### config.mk
export PLATFORM = sky130hd
export DESIGN_NAME = evt_irq_latch
export DESIGN_NICKNAME = d
export VERILOG_FILES = /design/src/rtl/evt_irq_latch.sv
export SDC_FILE = /design/constraint.sdc
export NUM_CORES = 1
export LEC_CHECK = 0
export ABC_AREA = 1
export CELL_PAD_IN_SITES_DETAIL_PLACEMENT = 1
export CELL_PAD_IN_SITES_GLOBAL_PLACEMENT = 2
export CORE_ASPECT_RATIO = 1.25
export CORE_MARGIN = 5
export CORE_UTILIZATION = 39
export CTS_BUF_LIST = sky130_fd_sc_hd__clkbuf_2
export DETAILED_ROUTE_END_ITERATION = 16
export DONT_BUFFER_PORTS = 1
export GPL_TIMING_DRIVEN = 1
export HOLD_SLACK_MARGIN = 0.05
export PLACE_DENSITY_LB_ADDON = 0.1
export SKIP_LAST_GASP = 1
export SLEW_MARGIN = 40
export SYNTH_ARGS = -nofsm -noshare
export SYNTH_HDL_FRONTEND = slang
export SYNTH_SLANG_ARGS = --single-unit
### constraint.sdc
create_clock -name clk -period 2.1 [get_ports clk]
set_input_delay 0.315 -clock clk [delete_from_list [all_inputs] [get_ports clk]]
set_output_delay 0.315 -clock clk [all_outputs]
set_load 0.02 [all_outputs]
### src/rtl/evt_irq_latch.sv
// Multi-channel rising-edge event latch with per-channel ack/mask, saturating
// missed-event counters and a registered fixed-priority interrupt request.
module evt_irq_latch #(
  parameter int N_CH  = 4,
  parameter int CNT_W = 8,
  parameter int ID_W  = (N_CH > 1) ? $clog2(N_CH) : 1
) (
  input  logic                    clk,
  input  logic                    rstn,
  input  logic [N_CH-1:0]         i_evt,
  input  logic [N_CH-1:0]         i_ack,
  input  logic [N_CH-1:0]         i_mask,
  input  logic [N_CH-1:0]         i_cnt_clr,
  output logic [N_CH-1:0]         o_pending,
  output logic                    o_irq,
  output logic [ID_W-1:0]         o_irq_id,
  output logic [N_CH*CNT_W-1:0]   o_miss_cnt
);

  localparam logic [CNT_W-1:0] MISS_MAX = '1;

  logic [N_CH-1:0]             prev_q;
  logic [N_CH-1:0]             pend_q, pend_d;
  logic [N_CH-1:0][CNT_W-1:0]  miss_q, miss_d;
  logic                        irq_q, irq_d;
  logic [ID_W-1:0]             id_q, id_d;
  logic [N_CH-1:0]             rise;
  logic [N_CH-1:0]             req;

  // Ack handshake: i_ack[i] is a one-cycle pulse that clears pend[i]; a rise
  // on the same edge wins, re-arming pending without counting a miss.
  always_comb begin
    rise   = i_evt & ~prev_q;
    pend_d = rise | (pend_q & ~i_ack);
    miss_d = miss_q;
    for (int i = 0; i < N_CH; i++) begin
      if (i_cnt_clr[i]) begin
        miss_d[i] = '0;
      end else if (rise[i] && pend_q[i] && !i_ack[i] && (miss_q[i] != MISS_MAX)) begin
        miss_d[i] = miss_q[i] + CNT_W'(1);
      end
    end
  end

  // Interrupt stage looks at registered pending, so event-to-IRQ is two edges.
  always_comb begin
    req   = pend_q & i_mask;
    irq_d = |req;
    id_d  = '0;
    for (int i = N_CH - 1; i >= 0; i--) begin
      if (req[i]) begin
        id_d = ID_W'(i);
      end
    end
  end

  always_ff @(posedge clk or negedge rstn) begin
    if (!rstn) begin
      prev_q <= '0;
      pend_q <= '0;
      miss_q <= '0;
      irq_q  <= 1'b0;
      id_q   <= '0;
    end else begin
      prev_q <= i_evt;
      pend_q <= pend_d;
      miss_q <= miss_d;
      irq_q  <= irq_d;
      id_q   <= id_d;
    end
  end

  assign o_pending  = pend_q;
  assign o_irq      = irq_q;
  assign o_irq_id   = id_q;
  assign o_miss_cnt = miss_q;

endmodule

==> results of run 1 <==
## final cells by class
cell class,instances,area (µm²),share of cell area [%]
Multi-Input combinational cell,243,1190,43.5
Sequential cell,43,1080,39.3
Timing Repair Buffer,15,168,6.12
Inverter,41,155,5.67
Tap cell,85,106,3.88
Clock buffer,6,30.0,1.10
Clock inverter,2,12.5,0.457
## logic make-up after synthesis
group                      after synthesis
AOI/OAI and AO/OA                       27
buffers and inverters                   41
adders and majority gates                4
xor gates and xnor gates                 4
and+or+nand+nor                        208
DFF                                     43
## registers in the layout, summed over array words and instances, names as in the netlist
register and count:
prev_q 4, o_irq 1, o_miss_cnt 32, o_irq_id 2
o_pending 4
## per-layer routing
metal / up-vias / track usage, %
li1: 1078 / -
met5: - / 0
met2: 38 / 29.7
met3: 6 / 6.00
met4: 0 / 3.90
met1: 1027 / 20.0
## repair_timing
item,in CTS,in global routing
hold endpoints to repair,75,2
buffers inserted,0,0
setup endpoints to repair,0,0
gates resized for setup,0,0
hold buffers,13,2
## critical path: cells and delay by family (launching register included)
family,cells,cell delay [ps]
and+or+nand+nor,5,440
adders and majority gates,1,290
DFF,1,550
AOI/OAI and AO/OA,1,330
## cells in the final DEF (no fill, tap or decap), types with 5 or more instances in the layout
master	Yosys	final
nand2_2	9	9
dfrtp_1	43	43
o21bai_1	7	7
nand2_1	109	109
clkbuf_2	0	6
nand3_1	33	33
nor2_1	43	43
dlygate4sd3_1	0	14
inv_1	37	37
a21oi_1	7	7
nand4_1	5	5
nor2_4	6	6
## Yosys cell counts
cell type | count | area (µm²)
nand2_1 | 109 | 409
a21boi_0 | 1 | 7.51
inv_1 | 37 | 139
inv_2 | 3 | 11.3
a21oi_4 | 2 | 32.5
nand3_1 | 33 | 165
o21ai_0 | 4 | 20.0
a21oi_2 | 1 | 8.76
o22ai_1 | 2 | 12.5
nand2_2 | 9 | 56.3
dfrtp_1 | 43 | 1080
a21oi_1 | 7 | 35.0
nor2_8 | 1 | 20.0
clkinv_2 | 1 | 5.00
o21ai_1 | 3 | 15.0
nand4_1 | 5 | 31.3
nor3_1 | 2 | 10.0
xor2_1 | 4 | 35.0
ha_1 | 4 | 50.1
o21bai_1 | 7 | 52.6
nor2_1 | 43 | 161
nor2_4 | 6 | 67.6
## worst max-delay path by stage
stage                     slack, ps             end  cells after the start      startpoint
after detailed placement        430  o_miss_cnt[28]                      7  o_miss_cnt[24]
after global placement          490  o_miss_cnt[31]                      7  o_miss_cnt[24]
after floorplan                 660  o_miss_cnt[31]                      7  o_miss_cnt[24]
after global routing            290  o_miss_cnt[31]                      7  o_miss_cnt[24]
after CTS                       410  o_miss_cnt[24]                      7  o_miss_cnt[24]
final                           420  o_miss_cnt[24]                      7  o_miss_cnt[24]
## power by group
part / total [µW] / switching (µW) / leakage [µW] / internal (µW)
sequential: 890 / 40.2 / 0.000578 / 850
combinational: 135 / 85.7 / 0.000747 / 49.2
clock: 372 / 287 / 0.0000290 / 85.0
## metrics by stage
stage / instances / instance area [µm²]
after floorplan: 327 / 2420
final: 435 / 2740
after global placement: 412 / 2530
after global routing: 435 / 2740
after CTS: 433 / 2720
after detailed placement: 412 / 2530
==> results_dict.tcl, run 1 <==
set metrics [dict create \
    slowest_delay_ps 550 \
    via_count 2149 \
    power_density_nw_per_um2 511 \
    cp.arrival_ps 2010 \
    cp-end-kind "flop" \
    wl_um 6390 \
    avgSynthCellArea_um2 7.40 \
    setup_viol 0 \
    grt-ovfl-total 0 \
    status "finished clean" \
    antenna_found_initial 0 \
    drive_above_1_share_pct 9.14 \
    worst_setup_path_start_kind "flop" \
    hpwl_um 4690 \
    leakage_uw 0.00135 \
    tns_ps 0 \
    irDropWorstVdd_uv 286 \
    syn_area_um2 2420 \
    wl_met3_um 376 \
    synth_top_family_by_area "simple AND/OR/NAND/NOR gates" \
    core_um2 6130 \
    cp_max_fo 8 \
    cts_root_buf "clkbuf_2" \
    clk_pin_slew_ps 250 \
    synth_fp_nets 349 \
    dp_slack_ps 432 \
    holdPathEnd "o_irq_id[0]" \
    synth_fa_ha_area_share_pct 2.07 \
    netlist_instances 327 \
    ys_ff_latch 43 \
    cts_tree "built" \
    firstDrtPassIters 4 \
    cts_buffer_depth 2 \
    wl_met1_um 2680 \
    wl_per_cell_um 14.7 \
    hold_class "primary input to flop" \
    maxClockFrequency_mhz 596 \
    dieHeight_um 98.1 \
    r2r_slack_ps 420 \
    rows 32 \
    die_area_um2 7890 \
    via_per_inst 4.94 \
    io_buffers 0 \
    insertion_delay_ps 410 \
    gp_congestion 0.736 \
    holdWs_ps 82.2 \
    total_power_uw 1400 \
    post-route-min-period_ps 1680 \
    slowest_stage "dfrtp_1" \
    synth_xor_area_share_pct 1.45 \
    crit_chain "ha_1, nand2_2, nor2_4, a21oi_2, nor2_4, nand2_1, nand2_1" \
    route.detailed.drc 0 \
    drt_iter0_markers 28 \
    io_pins 57 \
    area_delta_synth_final_pct 13.1 \
    worstHoldStart "i_mask[1]" \
    cts.sinks 43 \
    fp.dieW_um 80.5 \
    maxCapViolCount 0 \
    synth.mux.area_fraction_pct 0 \
    yosysUniqueCellTypes 22 \
    synth_seq_area_share_pct 44.4 \
    routed.top_layer "met4" \
    skew_ps 32.4 \
    grt_max_degree 44 \
    grtUsageTotal_pct 17.1 \
    layout_setup_ws_ps 422 \
    maxSlewViolCount 0 \
    hold_viol_final 0 \
    fin_nets 371 \
    finalCritPeriodShare_pct 79.9 \
    worst_pin_slew_ps 463 \
    grt_pass1_vias 2295 \
    rsz0062_at_grt "no" \
    synth_compound_area_share_pct 7.60 \
    required_ps 2430 \
    ant_nets 0 \
    r2r_start "o_miss_cnt[24]" \
    htree_num_levels 2 \
    reg2reg_depth 7 \
    critPathKind "flop to flop" \
    ys.warnings.count 0 \
    synthSimpleGateAreaFrac_pct 38.0 \
    numCtsBuffers 5 \
    slew_headroom_pct 69.1 \
    fill_cells 791 \
    grt_pass1_wl_um 10700 \
    n_antenna_cell 0 \
    r2r_end "o_miss_cnt[24]" \
    final_util_pct 44.7 \
    met2_length_um 3270 \
    initial_core_util_pct 39.5 \
    hold_depth 2 \
]
Note: power is estimated with default switching activity, not from simulation.
==> run 2: changes to the inputs <==
CORE_UTILIZATION = 33   (was 39)
clock period = 1.5 ns   (was 2.1 ns; I/O delays follow)
==> run 2 against run 1 <==
Net effect: design area up 14%; power is 44% higher; wire length rose by 8.8%; utilization shrank 1.6 points; sequential power up 37%; fmax grew 17%; sequential share of layout area shrank 4.9 points.
==> results_dict.tcl, run 2 (synthesized netlist as in run 1, its figures left out) <==
set metrics [dict create \
    status "finished clean" \
    fin_cells 487 \
    initial_core_util_pct 33.3 \
    grt_max_degree 44 \
    cts_buffer_depth 2 \
    cp-end-kind "flop" \
    final_cell_mix "nand2_1, nor2_1, dfrtp_1" \
    hold_viol_final 0 \
    post-route-min-period_ps 1430 \
    critPathKind "flop to flop" \
    io_pins 57 \
    ant_nets 0 \
    clk_pin_slew_ps 230 \
    worst_setup_path_start_kind "flop" \
    cts.sinks 43 \
    htree_num_levels 2 \
    wl_um 6950 \
    hold_class "primary input to flop" \
    area_delta_synth_final_pct 29.3 \
    numPlacedInstances 457 \
    grt-ovfl-total 0 \
    grt_pass1_vias 2575 \
    cp.arrival_ps 1760 \
    fin_nets 416 \
    leakage_uw 0.00160 \
    drt_iter0_markers 33 \
    die_area_um2 9160 \
    core_um2 7270 \
    wl_per_cell_um 14.3 \
    fp.dieW_um 86.6 \
    maxClockFrequency_mhz 700 \
    skew_ps 16.8 \
    insertion_delay_ps 400 \
    via_count 2309 \
    cts_tree "built" \
    maxCapViolCount 0 \
    final_util_pct 43.1 \
    io_buffers 0 \
    total_power_uw 2010 \
    gp_congestion 0.743 \
    numCtsBuffers 5 \
    firstDrtPassIters 4 \
    rsz0062_at_grt "yes" \
    irDropWorstVdd_uv 289 \
    cts_root_buf "clkbuf_2" \
    required_ps 1830 \
    hpwl_um 5220 \
    drive_above_1_share_pct 19.2 \
    finalCritPeriodShare_pct 95.3 \
    worst_pin_slew_ps 360 \
    maxSlewViolCount 0 \
    setup_viol 0 \
    grt_pass1_wl_um 11600 \
    layout_commonest_cell "nand2_1" \
    route.detailed.drc 0 \
    rows 35 \
    cp_max_fo 2 \
    dieHeight_um 106 \
    grtUsageTotal_pct 15.9 \
    via_per_inst 4.74 \
    slew_headroom_pct 76.0 \
    antenna_found_initial 0 \
    largest_reg_flops 32 \
    power_density_nw_per_um2 641 \
    n_antenna_cell 0 \
]
==> run 2: cell types whose count changed in the layout (fill, tap and decap cells not counted), moves of 2 or more <==
| cell | change |
|---|---|
| nand2_1 | -2 |
| dlygate4sd3_1 | +5 |
| buf_6 | +2 |
| buf_4 | +37 |
==> run 2: metal layers <==
layer / global-route usage [%] / part of all wire, %
met1: 17.5 / 40
met2: 29.5 / 53
met3: 3.75 / 5.4
met4: 4.34 / 1.1
met5: 0 / 0
==> run 2: path summary, 6_finish.rpt <==
path                       slack [ps]  cells after the start          from              to
max                                70                      6  o_pending[3]     o_irq_id[1]
min                               120                      5      i_ack[3]  o_miss_cnt[29]
max reg2reg                        70                      6  o_pending[3]     o_irq_id[1]
min reg2reg                       480                      1     prev_q[3]    o_pending[3]
max in group asynchronous         990                      2          rstn  o_miss_cnt[15]
min in group asynchronous         280                      2          rstn  o_miss_cnt[19]
==> run 2: what timing repair did <==
item / in CTS / in global routing
hold buffers: 19 / 1
setup buffers: 0 / 2
endpoints found under the setup margin: 0 / 13
gates resized for setup: 0 / 8
endpoints found under the hold margin: 82 / 1
==> run 2: through the flow <==
stage / setup WS (ps) / instance area, µm² / hold WS (ps) / setup TNS (ps)
2_1_floorplan: 63.6 / 2420 / -70.6 / 0
3_3_place_gp: 88.6 / 2820 / -69.4 / 0
3_5_place_dp: 78.7 / 2820 / -69.3 / 0
4_1_cts: 24.6 / 3070 / 51.5 / 0
5_1_grt: -12.4 / 3130 / 97.8 / -30.0
6_report: 70.7 / 3130 / 117 / 0
==> run 2: worst max-delay path, stage by stage, from the launching register on <==
cell,delay (ps)
dfrtp_1,450
buf_6,140
nand2_1,70
o21ai_1,60
inv_1,60
nor2_1,40
dlygate4sd3_1,550
==> run 2: final cells by class <==
class | count | area (µm²)
timing repair buffer | 60 | 538
inverter | 41 | 155
clock inverter | 1 | 5.00
clock buffer | 7 | 35.0
multi-input combinational | 243 | 1210
fill | 917 | 4140
tap | 92 | 115
sequential | 43 | 1080
==> run 2: report_power, final <==
part           leakage, µW  switching, µW  internal, µW
Sequential        0.000578           27.4          1190
Clock            0.0000330            396           127
Combinational     0.000988            158           107
